### config.mk
export PLATFORM = sky130hd
export DESIGN_NAME = rv_instr_encoder_flat
export DESIGN_NICKNAME = d
export VERILOG_FILES = /design/src/rtl/rv_instr_encoder_if.sv /design/src/rtl/rv_instr_encoder.sv /design/src/flat_wrapper.sv
export SDC_FILE = /design/constraint.sdc
export NUM_CORES = 1
export LEC_CHECK = 0
export ABC_AREA = 1
export BUFFER_PORTS_ARGS = -buffer_cell sky130_fd_sc_hd__clkbuf_2
export CAP_MARGIN = 10
export CORE_MARGIN = 8
export CORE_UTILIZATION = 37
export CTS_BUF_LIST = sky130_fd_sc_hd__clkbuf_4
export DETAILED_ROUTE_END_ITERATION = 8
export GPL_TIMING_DRIVEN = 0
export PLACE_DENSITY = 0.61
export SLEW_MARGIN = 20
export SYNTH_ARGS = -nofsm -noshare
export SYNTH_HDL_FRONTEND = slang
export SYNTH_SLANG_ARGS = --single-unit
### constraint.sdc
create_clock -name clk -period 12.2 [get_ports clk]
set_clock_uncertainty 0.15 [all_clocks]
set_input_delay 2.44 -clock clk [delete_from_list [all_inputs] [get_ports clk]]
set_output_delay 2.44 -clock clk [all_outputs]
set_load 0.03 [all_outputs]
### src/rtl/rv_instr_encoder_if.sv
`default_nettype none
// ============================================================================
// Module   : rv_instr_encoder_if
// Purpose  : Request / drain handshake bundle for rv_instr_encoder.
//            master = request producer and instruction-memory loader side,
//            slave  = the encoder itself.
// Revision : 1.0 - initial release
// ============================================================================
interface rv_instr_encoder_if #(
  parameter int CNT_W = 3
);
  // Request side
  logic             flush;
  logic             in_valid;
  logic             in_ready;
  logic [3:0]       in_op;
  logic [4:0]       in_rd;
  logic [4:0]       in_rs1;
  logic [4:0]       in_rs2;
  logic [31:0]      in_imm;
  // Drain side
  logic             out_valid;
  logic             out_ready;
  logic [31:0]      out_instr;
  // Status
  logic             err;
  logic [CNT_W-1:0] count;

  modport master (
    output flush, in_valid, in_op, in_rd, in_rs1, in_rs2, in_imm, out_ready,
    input  in_ready, out_valid, out_instr, err, count
  );

  modport slave (
    input  flush, in_valid, in_op, in_rd, in_rs1, in_rs2, in_imm, out_ready,
    output in_ready, out_valid, out_instr, err, count
  );
endinterface
`default_nettype wire

### src/rtl/rv_instr_encoder.sv
`default_nettype none
// ============================================================================
// Module   : rv_instr_encoder
// Purpose  : Packs an op selector plus rd/rs1/rs2/imm into an RV32I word and
//            queues it in a small FIFO drained over valid/ready.
//            Optional macro RVENC_IMM_CHECK_EN: reject out-of-range or
//            misaligned immediates (request dropped, err pulses).
// Revision : 1.0 - initial release
// ============================================================================
module rv_instr_encoder #(
  parameter int FIFO_DEPTH = 4,
  parameter int CNT_W      = 3
) (
  input  logic                clk,
  input  logic                rst,
  rv_instr_encoder_if.slave   bus
);

  localparam int c_PTR_W = $clog2(FIFO_DEPTH);

  localparam logic [3:0] c_OP_ADD  = 4'd0;
  localparam logic [3:0] c_OP_SUB  = 4'd1;
  localparam logic [3:0] c_OP_ADDI = 4'd2;
  localparam logic [3:0] c_OP_LW   = 4'd3;
  localparam logic [3:0] c_OP_SW   = 4'd4;
  localparam logic [3:0] c_OP_BEQ  = 4'd5;
  localparam logic [3:0] c_OP_BNE  = 4'd6;
  localparam logic [3:0] c_OP_JAL  = 4'd7;

  localparam logic [6:0] c_OPC_OP     = 7'b0110011;
  localparam logic [6:0] c_OPC_OPIMM  = 7'b0010011;
  localparam logic [6:0] c_OPC_LOAD   = 7'b0000011;
  localparam logic [6:0] c_OPC_STORE  = 7'b0100011;
  localparam logic [6:0] c_OPC_BRANCH = 7'b1100011;
  localparam logic [6:0] c_OPC_JAL    = 7'b1101111;

  logic [31:0]        r_mem [FIFO_DEPTH];
  logic [c_PTR_W-1:0] r_wr_ptr;
  logic [c_PTR_W-1:0] r_rd_ptr;
  logic [CNT_W-1:0]   r_count;
  logic               r_err;

  logic [31:0]        w_instr;
  logic               w_legal;
  logic               w_imm_ok;
  logic               w_full;
  logic               w_accept;
  logic               w_push;
  logic               w_pop;

  logic [4:0]         w_rd;
  logic [4:0]         w_rs1;
  logic [4:0]         w_rs2;
  logic [31:0]        w_imm;

  assign w_rd  = bus.in_rd;
  assign w_rs1 = bus.in_rs1;
  assign w_rs2 = bus.in_rs2;
  assign w_imm = bus.in_imm;

  // A full FIFO refuses the push even if the head pops the same cycle, so
  // in_ready depends only on registered occupancy and flush.
  assign w_full       = (r_count == CNT_W'(FIFO_DEPTH));
  assign bus.in_ready = ~w_full & ~bus.flush;
  assign w_accept     = bus.in_valid & bus.in_ready;
  assign w_push       = w_accept & w_legal & w_imm_ok;
  assign w_pop        = (r_count != '0) & bus.out_ready & ~bus.flush;

  assign bus.out_valid = (r_count != '0);
  assign bus.out_instr = r_mem[r_rd_ptr];
  assign bus.count     = r_count;
  assign bus.err       = r_err;

  // Encode the request into its RV32I format; illegal ops flag w_legal low.
  always_comb begin
    w_instr = '0;
    w_legal = 1'b1;
    case (bus.in_op)
      c_OP_ADD:  w_instr = {7'b0000000, w_rs2, w_rs1, 3'b000, w_rd, c_OPC_OP};
      c_OP_SUB:  w_instr = {7'b0100000, w_rs2, w_rs1, 3'b000, w_rd, c_OPC_OP};
      c_OP_ADDI: w_instr = {w_imm[11:0], w_rs1, 3'b000, w_rd, c_OPC_OPIMM};
      c_OP_LW:   w_instr = {w_imm[11:0], w_rs1, 3'b010, w_rd, c_OPC_LOAD};
      c_OP_SW:   w_instr = {w_imm[11:5], w_rs2, w_rs1, 3'b010, w_imm[4:0], c_OPC_STORE};
      c_OP_BEQ:  w_instr = {w_imm[12], w_imm[10:5], w_rs2, w_rs1, 3'b000,
                            w_imm[4:1], w_imm[11], c_OPC_BRANCH};
      c_OP_BNE:  w_instr = {w_imm[12], w_imm[10:5], w_rs2, w_rs1, 3'b001,
                            w_imm[4:1], w_imm[11], c_OPC_BRANCH};
      c_OP_JAL:  w_instr = {w_imm[20], w_imm[10:1], w_imm[11], w_imm[19:12],
                            w_rd, c_OPC_JAL};
      default:   w_legal = 1'b0;
    endcase
  end

`ifdef RVENC_IMM_CHECK_EN
  // Immediate must sign-fit its field; branch/jump targets must be 2-byte aligned.
  always_comb begin
    w_imm_ok = 1'b1;
    case (bus.in_op)
      c_OP_ADDI, c_OP_LW, c_OP_SW:
        w_imm_ok = (w_imm[31:11] == {21{w_imm[11]}});
      c_OP_BEQ, c_OP_BNE:
        w_imm_ok = (w_imm[31:12] == {20{w_imm[12]}}) & ~w_imm[0];
      c_OP_JAL:
        w_imm_ok = (w_imm[31:20] == {12{w_imm[20]}}) & ~w_imm[0];
      default:
        w_imm_ok = 1'b1;
    endcase
  end
`else
  // Without the check the immediate is simply truncated into its field.
  logic w_unused_imm;
  assign w_unused_imm = &{1'b0, w_imm[31:21]};
  assign w_imm_ok     = 1'b1;
`endif

  // FIFO storage, pointers, occupancy and the one-cycle drop pulse.
  always_ff @(posedge clk or posedge rst) begin
    if (rst) begin
      for (int i = 0; i < FIFO_DEPTH; i++) begin
        r_mem[i] <= '0;
      end
      r_wr_ptr <= '0;
      r_rd_ptr <= '0;
      r_count  <= '0;
      r_err    <= 1'b0;
    end else if (bus.flush) begin
      r_wr_ptr <= '0;
      r_rd_ptr <= '0;
      r_count  <= '0;
      r_err    <= 1'b0;
    end else begin
      if (w_push) begin
        r_mem[r_wr_ptr] <= w_instr;
        r_wr_ptr        <= r_wr_ptr + 1'b1;
      end
      if (w_pop) begin
        r_rd_ptr <= r_rd_ptr + 1'b1;
      end
      case ({w_push, w_pop})
        2'b10:   r_count <= r_count + 1'b1;
        2'b01:   r_count <= r_count - 1'b1;
        default: r_count <= r_count;
      endcase
      r_err <= w_accept & ~(w_legal & w_imm_ok);
    end
  end

endmodule
`default_nettype wire

### src/flat_wrapper.sv
// flat-port wrapper written by rule: the top's interface ports become plain ports
module rv_instr_encoder_flat 
#(
  parameter int FIFO_DEPTH = 4,
  parameter int CNT_W      = 3
)
  (clk, rst, bus_flush, bus_in_valid, bus_in_op, bus_in_rd, bus_in_rs1, bus_in_rs2, bus_in_imm, bus_out_ready, bus_in_ready, bus_out_valid, bus_out_instr, bus_err, bus_count);
  rv_instr_encoder_if #(.CNT_W(CNT_W)) bus_i ();
  input  logic clk;
  input  logic rst;
  input wire logic [$bits(bus_i.flush)-1:0] bus_flush;
  input wire logic [$bits(bus_i.in_valid)-1:0] bus_in_valid;
  input wire logic [$bits(bus_i.in_op)-1:0] bus_in_op;
  input wire logic [$bits(bus_i.in_rd)-1:0] bus_in_rd;
  input wire logic [$bits(bus_i.in_rs1)-1:0] bus_in_rs1;
  input wire logic [$bits(bus_i.in_rs2)-1:0] bus_in_rs2;
  input wire logic [$bits(bus_i.in_imm)-1:0] bus_in_imm;
  input wire logic [$bits(bus_i.out_ready)-1:0] bus_out_ready;
  output wire logic [$bits(bus_i.in_ready)-1:0] bus_in_ready;
  output wire logic [$bits(bus_i.out_valid)-1:0] bus_out_valid;
  output wire logic [$bits(bus_i.out_instr)-1:0] bus_out_instr;
  output wire logic [$bits(bus_i.err)-1:0] bus_err;
  output wire logic [$bits(bus_i.count)-1:0] bus_count;
  assign bus_i.flush = bus_flush;
  assign bus_i.in_valid = bus_in_valid;
  assign bus_i.in_op = bus_in_op;
  assign bus_i.in_rd = bus_in_rd;
  assign bus_i.in_rs1 = bus_in_rs1;
  assign bus_i.in_rs2 = bus_in_rs2;
  assign bus_i.in_imm = bus_in_imm;
  assign bus_i.out_ready = bus_out_ready;
  assign bus_in_ready = bus_i.in_ready;
  assign bus_out_valid = bus_i.out_valid;
  assign bus_out_instr = bus_i.out_instr;
  assign bus_err = bus_i.err;
  assign bus_count = bus_i.count;
  rv_instr_encoder #(.FIFO_DEPTH(FIFO_DEPTH), .CNT_W(CNT_W)) u_core (.clk(clk), .rst(rst), .bus(bus_i));
endmodule
==> results.py <==
metrics = {
    "run_status": {
        "status": "finished, final reports clean",
    },
    "grt": {
        "overflow": 0,
        "grt_pass1_wl_mm": 31.6,
        "grt_max_degree": 84,
        "antenna_found_initial": 1,
        "grt_usage_pct": 18.6,
        "grt_pass1_vias": 5742,
    },
    "clock_tree": {
        "cts_buffers": 17,
        "ctsHoldBuffers": 0,
        "clk_transition_reported_paths_ns": 0.13,
        "clockBufferDepth": 2,
        "cts_setup_buffers": 0,
        "cts_root_buf": "clkbuf_4",
        "cts_resized": 0,
        "clock_latency_ns": 0.54,
        "cts.sinks": 128,
        "cts-htree-levels": 4,
        "cts_tree": "built",
    },
    "job": {
        "maxCapViolCount": 0,
    },
    "pwr": {
        "power_density_nw_per_um2": 193,
        "p_leak_nw": 4.10,
        "total_power_mw": 1.43,
        "peakVddDrop_mv": 0.0952,
    },
    "critical_path": {
        "cp_max_fo": 4,
        "r2r_setup_slack_ns": 9.87,
        "crit_required_ns": 9.61,
        "worstPathCellList": "clkbuf_2 -> a21oi_1 -> clkbuf_2",
        "critPathSlowestCell": "clkbuf_2",
        "cp-start-kind": "input pin",
        "worstPathArrival_ns": 2.90,
        "critical_path_class": "in2out",
        "path_delay_family": "buffers and inverters",
        "cpPeakStageDelay_ns": 0.22,
        "r2r-end": "u_core.bus.count[2]",
        "crit-reg2reg-launch": "u_core.bus.count[0]",
        "worst_path_most_repeated_cell": "clkbuf_2",
        "cp.buffers_inverters": 2,
        "end_kind": "primary output",
        "reg2reg_depth": 12,
    },
    "logic_synthesis": {
        "synth_area_leader_cell": "dfrtp_1",
        "ys.flop_type": "dfrtp_1",
        "ys_top_cells_by_count": "nand2_1 (362), dfrtp_1 (128), o21ai_0 (86)",
        "syn-num-nets": 874,
        "ys_seq_elements": 128,
        "synth_most_common_cell": "nand2_1",
        "syn_area_um2": 6350,
        "async_flop_share_pct": 100,
        "ys_top_cells_by_area": "dfrtp_1 (50%), nand2_1 (21%), o21ai_0 (6.8%)",
        "synth_top_area_share_pct": 50.4,
        "yosysSeqAreaShare_pct": 50.4,
        "synth-edff-count": 0,
        "synthDistinctLibCells": 32,
        "yosys_warnings": 0,
        "syn_inst": 813,
        "avgSynthCellArea_um2": 7.81,
    },
    "cells_and_area": {
        "drive_gt1_share_pct": 19.8,
        "n_fill_cell": 1802,
        "multiInputGateArea_um2": 2780,
        "nets": 976,
        "layout.cells.non_filler": 1154,
        "area_growth_pct": 16.5,
        "seq_area_um2": 3200,
    },
    "floorplan": {
        "rows": 48,
        "die_w_um": 147,
        "dieHeight_um": 147,
        "dieArea_um2": 21600,
        "core_um2": 17100,
        "io-pin-count": 94,
        "start_util_pct": 37.2,
    },
    "drt": {
        "initialDrtViolationCount": 604,
        "remaining_drc_errors": 0,
        "firstDrtPassIters": 8,
        "drt_wl_total_mm": 19.6,
        "antenna_left": 0,
        "wl_per_cell_um": 16.9,
        "routed_via_density": 5.01,
        "vias": 5776,
    },
    "place": {
        "place.gp.congestion": 0.823,
        "io_buffer_count": 82,
        "post-dp-hpwl_mm": 13.5,
        "place_inst": 1121,
    },
    "sta": {
        "rsz0062_at_grt": "no",
        "fin_crit_sh_pct": 45.0,
        "fmax_ghz": 0.182,
        "setup_tns_ns": 0,
        "drv_slew": 0,
        "relSlewSlack_pct": 55.6,
        "tightest_slew_ns": 0.663,
        "min_period_ns": 5.49,
        "final-hold-violation-count": 0,
        "setup_viol": 0,
    },
    "min_path": {
        "min_to": "u_core.r_mem[65]",
        "hold_class": "reg2reg",
        "holdCritStartpoint": "u_core.r_mem[65]",
        "holdPathStages": 1,
    },
}
[layer usage]
layer	vias up	part of all wire (%)	track usage [%]
li1	2784	-	-
met1	2786	45	25.0
met2	181	48	29.7
met3	25	5.6	3.69
met4	0	1.6	5.66
met5	-	0	0
[final cells by class]
class / instances / share of cell area (%)
Sequential cell: 128 / 43.3
Multi-Input combinational cell: 606 / 37.6
Timing Repair Buffer: 83 / 5.92
Tap cell: 225 / 3.80
Buffer: 42 / 3.04
Clock inverter: 15 / 2.59
Inverter: 37 / 2.01
Clock buffer: 17 / 1.72
Antenna cell: 1 / 0.0338
[cell usage in the layout (no fill, tap or decap), types with 2 or more instances in the layout]
cell type | netlist | layout
inv_6 | 0 | 2
nand4_1 | 4 | 4
nor2_8 | 4 | 4
inv_2 | 8 | 8
nand2_1 | 362 | 362
ha_1 | 4 | 4
nand3_2 | 2 | 2
nand2_4 | 6 | 6
inv_1 | 28 | 27
nor2_1 | 62 | 62
buf_4 | 11 | 11
or2_2 | 4 | 4
o21ai_0 | 86 | 86
nand3_1 | 7 | 7
a21oi_1 | 11 | 11
o22ai_1 | 22 | 22
nand2_2 | 5 | 5
buf_2 | 15 | 15
o21ai_1 | 8 | 8
clkinvlp_4 | 0 | 5
clkbuf_4 | 0 | 17
dfrtp_1 | 128 | 128
bufinv_16 | 0 | 4
clkinv_1 | 0 | 3
nor2_4 | 6 | 6
o21ai_2 | 6 | 6
clkbuf_2 | 0 | 82
clkbuf_1 | 14 | 14
[where the power goes]
| group | internal (mW) | total, mW | switching (mW) |
|---|---|---|---|
| Sequential | 0.486 | 0.519 | 0.0331 |
| Combinational | 0.160 | 0.577 | 0.417 |
| Clock | 0.161 | 0.330 | 0.169 |
[sequential cells by signal, summed over array words and instances (netlist names)]
signal,flops
u_core.r_wr_ptr,2
u_core.r_mem,120
u_core.bus.count,3
u_core.bus.err,1
u_core.r_rd_ptr,2
[worst max path at each step]
stage / from / to / slack (ns) / cells past startpoint
after floorplan: rst / u_core.bus.count[0] / 6.20 / 1
after global placement: rst / u_core.r_mem[17] / 4.49 / 2
after detailed placement: bus_flush / bus_in_ready / 6.71 / 3
after CTS: bus_flush / bus_in_ready / 6.71 / 3
after global routing: bus_flush / bus_in_ready / 6.67 / 3
final: bus_flush / bus_in_ready / 6.71 / 3
[cells by family after synthesis]
logic type / Yosys count / synth area share, %
AO/OA/AOI/OAI: 134 / 11.4
buffers and inverters: 79 / 5.77
AND/OR/NAND/NOR: 466 / 31.2
XOR/XNOR: 1 / 0.138
flip-flops: 128 / 50.4
adder cells (fa/ha/maj): 5 / 1.10
[per-stage QoR]
stage               worst slack (ns)  utilization [%]  hold slack, ns  instance area [um^2]
floorplan                       6.20                -           0.284                  6350
global placement                4.49             41.3           0.298                  7040
detailed placement              6.71             41.5           0.297                  7080
CTS                             6.71             43.4           0.326                  7400
global route                    6.67             43.4           0.357                  7400
finish                          6.71             43.4           0.329                  7400
Note: power is estimated with default switching activity, not from simulation.
